<file path="src/rtl/mips_mc.sv">
// mips_mc -- multi-cycle MIPS-lite core (nop, addu, subu, ori, lui, lw, sw,
// beq, jal, jr) built around one shared datapath.
// The datapath has a 32-entry GRF, IR/A/B/ALUOut/MDR holding registers and
// an FSM sequencer. One unified instruction/data memory sits behind a
// req/ack port.
//
// Ports:
//   clk        in   rising-edge clock
//   reset      in   asynchronous, active-high
//   mem_req    out  access request, held until mem_ack
//   mem_we     out  1 = write (sw), 0 = read
//   mem_addr   out  word-aligned byte address
//   mem_wdata  out  store data, valid while mem_req & mem_we
//   mem_rdata  in   read data, valid in the mem_ack cycle
//   mem_ack    in   access completes this cycle (may rise with mem_req)
//   retire     out  one-cycle pulse when an instruction completes
//   retire_pc  out  PC of the retiring instruction (0 when retire is low)
//   halted     out  core stopped after an undecodable instruction
//
// Memory handshake: a transfer happens in every cycle where mem_req and
// mem_ack are both high. While mem_req is high and mem_ack is low, mem_we,
// mem_addr and mem_wdata stay stable. mem_req is only dropped without an
// ack when reset is asserted, so the memory must tolerate an abandoned
// request.
module mips_mc #(
  parameter logic [31:0] PC_INIT         = 32'h0000_3000,
  parameter bit          HALT_ON_ILLEGAL = 1'b1
) (
  input  logic        clk,
  input  logic        reset,
  output logic        mem_req,
  output logic        mem_we,
  output logic [31:0] mem_addr,
  output logic [31:0] mem_wdata,
  input  logic [31:0] mem_rdata,
  input  logic        mem_ack,
  output logic        retire,
  output logic [31:0] retire_pc,
  output logic        halted
);

  typedef enum logic [2:0] {
    S_FETCH, S_DECODE, S_EXEC, S_MEM, S_WB, S_HALT
  } state_e;

  typedef enum logic [3:0] {
    OP_NOP, OP_ADDU, OP_SUBU, OP_JR, OP_ORI, OP_LUI,
    OP_LW, OP_SW, OP_BEQ, OP_JAL, OP_ILL
  } op_e;

  state_e      state_q, state_d;
  logic [31:0] pc_q, pc_d;
  logic [31:0] ir_q, ir_d;
  logic [31:0] a_q, a_d;
  logic [31:0] b_q, b_d;
  logic [31:0] alu_q, alu_d;
  logic [31:0] mdr_q, mdr_d;
  logic [31:0] grf_q [32];

  logic        grf_we;
  logic [4:0]  grf_waddr;
  logic [31:0] grf_wdata;

  logic        req_c, we_c, retire_c;
  logic [31:0] addr_c, wdata_c;

  // Instruction fields, always taken from the latched IR.
  logic [5:0]  opcode, funct;
  logic [4:0]  rs, rt, rd;
  logic [15:0] imm;
  logic [25:0] index;
  op_e         op;

  assign opcode = ir_q[31:26];
  assign rs     = ir_q[25:21];
  assign rt     = ir_q[20:16];
  assign rd     = ir_q[15:11];
  assign funct  = ir_q[5:0];
  assign imm    = ir_q[15:0];
  assign index  = ir_q[25:0];

  always_comb begin
    op = OP_ILL;
    if (ir_q == 32'h0) begin
      op = OP_NOP;
    end else begin
      case (opcode)
        6'h00: begin
          case (funct)
            6'h21:   op = OP_ADDU;
            6'h23:   op = OP_SUBU;
            6'h08:   op = OP_JR;
            default: op = OP_ILL;
          endcase
        end
        6'h0D:   op = OP_ORI;
        6'h0F:   op = OP_LUI;
        6'h23:   op = OP_LW;
        6'h2B:   op = OP_SW;
        6'h04:   op = OP_BEQ;
        6'h03:   op = OP_JAL;
        default: op = OP_ILL;
      endcase
    end
  end

  // $0 never holds a value, so reads of it are forced to zero.
  logic [31:0] rs_val, rt_val, pc_plus4, imm_sext, br_target;

  assign rs_val    = (rs == 5'd0) ? 32'h0 : grf_q[rs];
  assign rt_val    = (rt == 5'd0) ? 32'h0 : grf_q[rt];
  assign pc_plus4  = pc_q + 32'd4;
  assign imm_sext  = {{16{imm[15]}}, imm};
  assign br_target = pc_plus4 + {{14{imm[15]}}, imm, 2'b00};

  always_comb begin
    state_d   = state_q;
    pc_d      = pc_q;
    ir_d      = ir_q;
    a_d       = a_q;
    b_d       = b_q;
    alu_d     = alu_q;
    mdr_d     = mdr_q;
    grf_we    = 1'b0;
    grf_waddr = 5'd0;
    grf_wdata = 32'h0;
    req_c     = 1'b0;
    we_c      = 1'b0;
    addr_c    = 32'h0;
    wdata_c   = 32'h0;
    retire_c  = 1'b0;

    case (state_q)
      S_FETCH: begin
        req_c  = 1'b1;
        addr_c = pc_q;
        if (mem_ack) begin
          ir_d    = mem_rdata;
          state_d = S_DECODE;
        end
      end

      S_DECODE: begin
        a_d = rs_val;
        b_d = rt_val;
        if (op == OP_NOP || (op == OP_ILL && !HALT_ON_ILLEGAL)) begin
          pc_d     = pc_plus4;
          retire_c = 1'b1;
          state_d  = S_FETCH;
        end else if (op == OP_ILL) begin
          state_d = S_HALT;
        end else begin
          state_d = S_EXEC;
        end
      end

      S_EXEC: begin
        case (op)
          OP_ADDU: begin alu_d = a_q + b_q;             state_d = S_WB; end
          OP_SUBU: begin alu_d = a_q - b_q;             state_d = S_WB; end
          OP_ORI:  begin alu_d = a_q | {16'h0, imm};    state_d = S_WB; end
          OP_LUI:  begin alu_d = {imm, 16'h0};          state_d = S_WB; end
          OP_LW, OP_SW: begin
            // Effective address is silently word-aligned.
            alu_d   = (a_q + imm_sext) & 32'hFFFF_FFFC;
            state_d = S_MEM;
          end
          OP_BEQ: begin
            pc_d     = (a_q == b_q) ? br_target : pc_plus4;
            retire_c = 1'b1;
            state_d  = S_FETCH;
          end
          OP_JAL: begin
            grf_we    = 1'b1;
            grf_waddr = 5'd31;
            grf_wdata = pc_plus4;
            pc_d      = {pc_plus4[31:28], index, 2'b00};
            retire_c  = 1'b1;
            state_d   = S_FETCH;
          end
          OP_JR: begin
            pc_d     = a_q;
            retire_c = 1'b1;
            state_d  = S_FETCH;
          end
          default: state_d = S_FETCH;
        endcase
      end

      S_MEM: begin
        req_c   = 1'b1;
        addr_c  = alu_q;
        we_c    = (op == OP_SW);
        wdata_c = (op == OP_SW) ? b_q : 32'h0;
        if (mem_ack) begin
          if (op == OP_SW) begin
            pc_d     = pc_plus4;
            retire_c = 1'b1;
            state_d  = S_FETCH;
          end else begin
            mdr_d   = mem_rdata;
            state_d = S_WB;
          end
        end
      end

      S_WB: begin
        grf_we    = 1'b1;
        grf_waddr = (op == OP_ADDU || op == OP_SUBU) ? rd : rt;
        grf_wdata = (op == OP_LW) ? mdr_q : alu_q;
        pc_d      = pc_plus4;
        retire_c  = 1'b1;
        state_d   = S_FETCH;
      end

      S_HALT: state_d = S_HALT;

      default: state_d = S_FETCH;
    endcase
  end

  always_ff @(posedge clk or posedge reset) begin
    if (reset) begin
      state_q <= S_FETCH;
      pc_q    <= PC_INIT;
      ir_q    <= 32'h0;
      a_q     <= 32'h0;
      b_q     <= 32'h0;
      alu_q   <= 32'h0;
      mdr_q   <= 32'h0;
      for (int i = 0; i < 32; i++) grf_q[i] <= 32'h0;
    end else begin
      state_q <= state_d;
      pc_q    <= pc_d;
      ir_q    <= ir_d;
      a_q     <= a_d;
      b_q     <= b_d;
      alu_q   <= alu_d;
      mdr_q   <= mdr_d;
      if (grf_we && grf_waddr != 5'd0) grf_q[grf_waddr] <= grf_wdata;
    end
  end

  // The state register resets to FETCH, which would otherwise request a
  // fetch while reset is still high; every output is forced quiet instead.
  assign mem_req   = req_c & ~reset;
  assign mem_we    = we_c & ~reset;
  assign mem_addr  = reset ? 32'h0 : addr_c;
  assign mem_wdata = reset ? 32'h0 : wdata_c;
  assign retire    = retire_c & ~reset;
  assign retire_pc = (retire_c && !reset) ? pc_q : 32'h0;
  assign halted    = (state_q == S_HALT) && !reset;

endmodule

</file>
<file path="config.mk">
export PLATFORM = sky130hd
export DESIGN_NAME = mips_mc
export DESIGN_NICKNAME = d
export VERILOG_FILES = /design/src/rtl/mips_mc.sv
export SDC_FILE = /design/constraint.sdc
export NUM_CORES = 2
export LEC_CHECK = 0
export CORE_MARGIN = 1.5
export CORE_UTILIZATION = 25
export DETAILED_ROUTE_END_ITERATION = 10
export PLACE_DENSITY_LB_ADDON = 0.1
export SYNTH_ARGS = -nofsm -noshare
export SYNTH_HDL_FRONTEND = slang
export SYNTH_SLANG_ARGS = --single-unit
</file>
<file path="constraint.sdc">
create_clock -name clk -period 49.7 [get_ports clk]
set_clock_uncertainty 0.05 [all_clocks]
set_input_delay 9.94 -clock clk [delete_from_list [all_inputs] [get_ports clk]]
set_output_delay 9.94 -clock clk [all_outputs]
set_load 0.1 [all_outputs]
</file>
==> summary.txt <==
Floorplanning
  – FP Rows: 192
  – Core region area: roughly 270,000 um2
  – Die height: 528 um
  – Initial core utilization: 0.252
  – Chip Width: 528 um
  – # IOs: 135
  – Die area: 279,000 um2

Worst setup path
  – Worst Path Required: 39.71 ns
  – Critical Path Start Type: primary input
  – Slowest cell on crit path: clkdlybuf4s50_1
  – Delay-heaviest family, CP: buffers and inverters
  – CP max FO: 30
  – Buffer and inverter count on the worst path: 3
  – Critical path's most frequent cell: clkdlybuf4s50_1
  – CP arrival: approximately 13 ns
  – Crit. End Element: output pin
  – CP cell instances: clkdlybuf4s50_1, nand4_1, o2111a_1, buf_4, nor3_4, and2_1, clkdlybuf4s50_1
  – Max incr delay on CP: 1.16 ns
  – Type of the worst setup path: in -> out

Placed design
  – HPWL Detailed: 193 mm
  – IO Port Bufs: 134
  – RD Place Congestion: 0.920
  – Placed instance count: 9,737

Timing
  – Max Fclk: 42.7 MHz
  – Final Setup Violations: 0
  – Final Critical Period: 23.43 ns
  – Setup TNS: 0 ns
  – Slew @ Worst Pin: roughly 1.2 ns
  – RSZ-0062 raised after global routing: false
  – Slew margin rel.: 0.189
  – Hold Fails Final Rpt: 0
  – Final Max Tran Viols: 0
  – Final Cycle Share: 0.471

Final layout
  – Area growth syn-to-layout: 14.8%
  – Fillers: 28,300
  – Fin cells: 10,000
  – Share of layout cells above drive strength 1: 0.193
  – Final net count: 6,387
  – Final core occ: 0.289

Drt
  – Vias after detailed routing: approximately 52,000
  – Wirelength, routed: 300 mm
  – ANT nets after route: 0
  – Vias per std cell: 5.16
  – Iter 0 DRT Violations: 4,001
  – DR pass1 iterations: 8
  – Post-route DRC: 0
  – Routed length per instance: 30.0 um

CTS
  – H-tree Lvls: 4
  – Clock-pin slew on the worst setup and hold paths: around 0.060 ns
  – Worst-Skew Late Latency: 0.87 ns
  – TritonCTS clock tree: built
  – Post-CTS Hold Buffers: 0
  – CTS root buffer: clkbuf_16
  – TritonCTS Buffers: 159
  – # clock sinks: 1,219
  – CTS resizes: 0
  – Maximum root-to-sink buffer count: 4
  – Post-CTS setup buffer count: 0

Yosys
  – Distinct cell type count after synthesis: 96
  – Area leader, netlist: dfrtp_1
  – Yosys top cell area share: 0.441
  – Mapped cell area: 69,000 um2
  – Post-Syn Instances: 6,361
  – Sequential share of the synthesized area: 0.442
  – Ys Warns: 0
  – Ys flop type: dfrtp_1
  – Seq cells post-synth: 1,219
  – Post-synth ARST share: 1.00
  – Synth Area per Inst: 10.8 um2
  – Synth Net Count: 6,536
  – Synth top area cells: dfrtp_1, mux4_2, a21oi_1
  – Post-synth EDFFs: 0

Global routing
  – Initial antenna violation count: 10
  – Number of global-route vias before repair: between 50,000 and 60,000
  – Overflow after GRT: 0
  – Largest net degree at the start of global routing: about 140
  – Tot GR Track Use: 0.214
  – First-pass GRT wire length: 425 mm

Flow run
  – Max-cap violations: 0

Pwr
  – Peak VDD IR: 0.0000255 V
  – Pwr Density: 27.7 nW/um2
  – Total Power: approximately 2.2 mW
  – Static leakage: approximately 32 nW

Run status
  – Status: finished clean

Hold path
  – Hold/Removal Path Class: reg -> reg
==> cell usage in the layout, fill, tap and decap left out, types with 130 or more instances in the layout <==
cell / n
clkdlybuf4s50_1: 133
mux4_2: 640
o21ai_0: 528
nand2_1: 525
ha_1: 137
a21oi_1: 768
buf_4: 160
nor2_1: 801
dfrtp_1: 1207
clkbuf_16: 161
inv_1: 130
==> power by group <==
| group | internal, mW | switching (mW) |
|---|---|---|
| combinational | 0.00361 | 0.0248 |
| clock | 0.692 | 0.479 |
| sequential | 0.993 | 0 |
==> sequential cells by signal, summed over array words and instances (netlist names) <==
signal,flops
a_q,32
grf_q,1024
alu_q,32
state_q,3
b_q,32
ir_q,32
pc_q,32
mdr_q,32
==> stage by stage <==
step | hold slack, ns | area [um2] | setup slack [ns]
3_5_place_dp | 0.333 | 74100 | 26.13
5_1_grt | 0.353 | 79200 | 26.02
3_3_place_gp | 0.326 | 74100 | 26.23
4_1_cts | 0.346 | 79200 | 26.17
2_1_floorplan | 0.391 | 69000 | 1.41
6_report | 0.342 | 79200 | 26.27
==> final cells by class <==
class | instances | area [um2] | share of cell area
clock buffers | 231 | 4680 | 0.0591
well taps | 3686 | 4610 | 0.0582
clock inverters | 38 | 448 | 0.00566
multi-input cells | 4400 | 35800 | 0.452
inverters | 133 | 507 | 0.00640
flip-flops and latches | 1219 | 30500 | 0.386
diodes | 5 | 12.5 | 0.000158
repair buffers | 299 | 2640 | 0.0333
==> cells in the mapped netlist (33+ instances only) <==
library cell	instances
mux2i_1	120
nand2_1	540
nor4_1	42
o21ai_0	528
nand3_1	42
inv_1	131
nor3_1	33
buf_2	148
clkbuf_1	360
dfrtp_1	1217
and2_1	43
a22oi_1	49
mux4_2	640
mux2_2	52
a21oi_1	771
a21o_1	38
ha_1	137
o22ai_1	70
buf_1	61
nor2_1	801
xnor2_1	85
==> metal layers <==
metal,vias to the layer above,GRT usage,share of wire
met3,339,0.0237,0.041
li1,22900,-,-
met1,27100,0.298,0.46
met5,-,0,0.000043
met2,1315,0.349,0.47
met4,2,0.0576,0.028
==> logic make-up after synthesis <==
kind of cell,Yosys count,share of synthesized area
compound gates,1696,0.139
simple gates,1636,0.0996
flops,1219,0.442
mux,812,0.235
buf+inv,742,0.0443
fa+ha+maj,140,0.0257
xor+xnor,116,0.0147
==> worst register-to-register path, delay by kind of cell, from the launching register on <==
family / cells / cell delay (ns)
AOI/OAI and AO/OA: 8 / 1.57
xor gates and xnor gates: 2 / 1.01
adders and majority gates: 1 / 0.43
DFF: 1 / 0.57
and+or+nand+nor: 8 / 1.77
==> final timing paths <==
path                                    startpoint                      end  slack, ns  cells after the start
max                                        mem_ack            retire_pc[25]      26.27                      7
min                        grf_q[1013]$_DFFE_PP0P_  grf_q[1013]$_DFFE_PP0P_       0.34                      0
max reg2reg                    pc_q[5]$_DFFE_PP0P_     pc_q[31]$_DFFE_PP0P_      44.24                     19
min reg2reg                grf_q[1013]$_DFFE_PP0P_  grf_q[1013]$_DFFE_PP0P_       0.34                      0
max in group asynchronous                    reset   grf_q[195]$_DFFE_PP0P_      35.98                      7
min in group asynchronous                    reset       b_q[8]$_DFFE_PP0P_       9.21                      2
(Power assumes the default switching activity.)
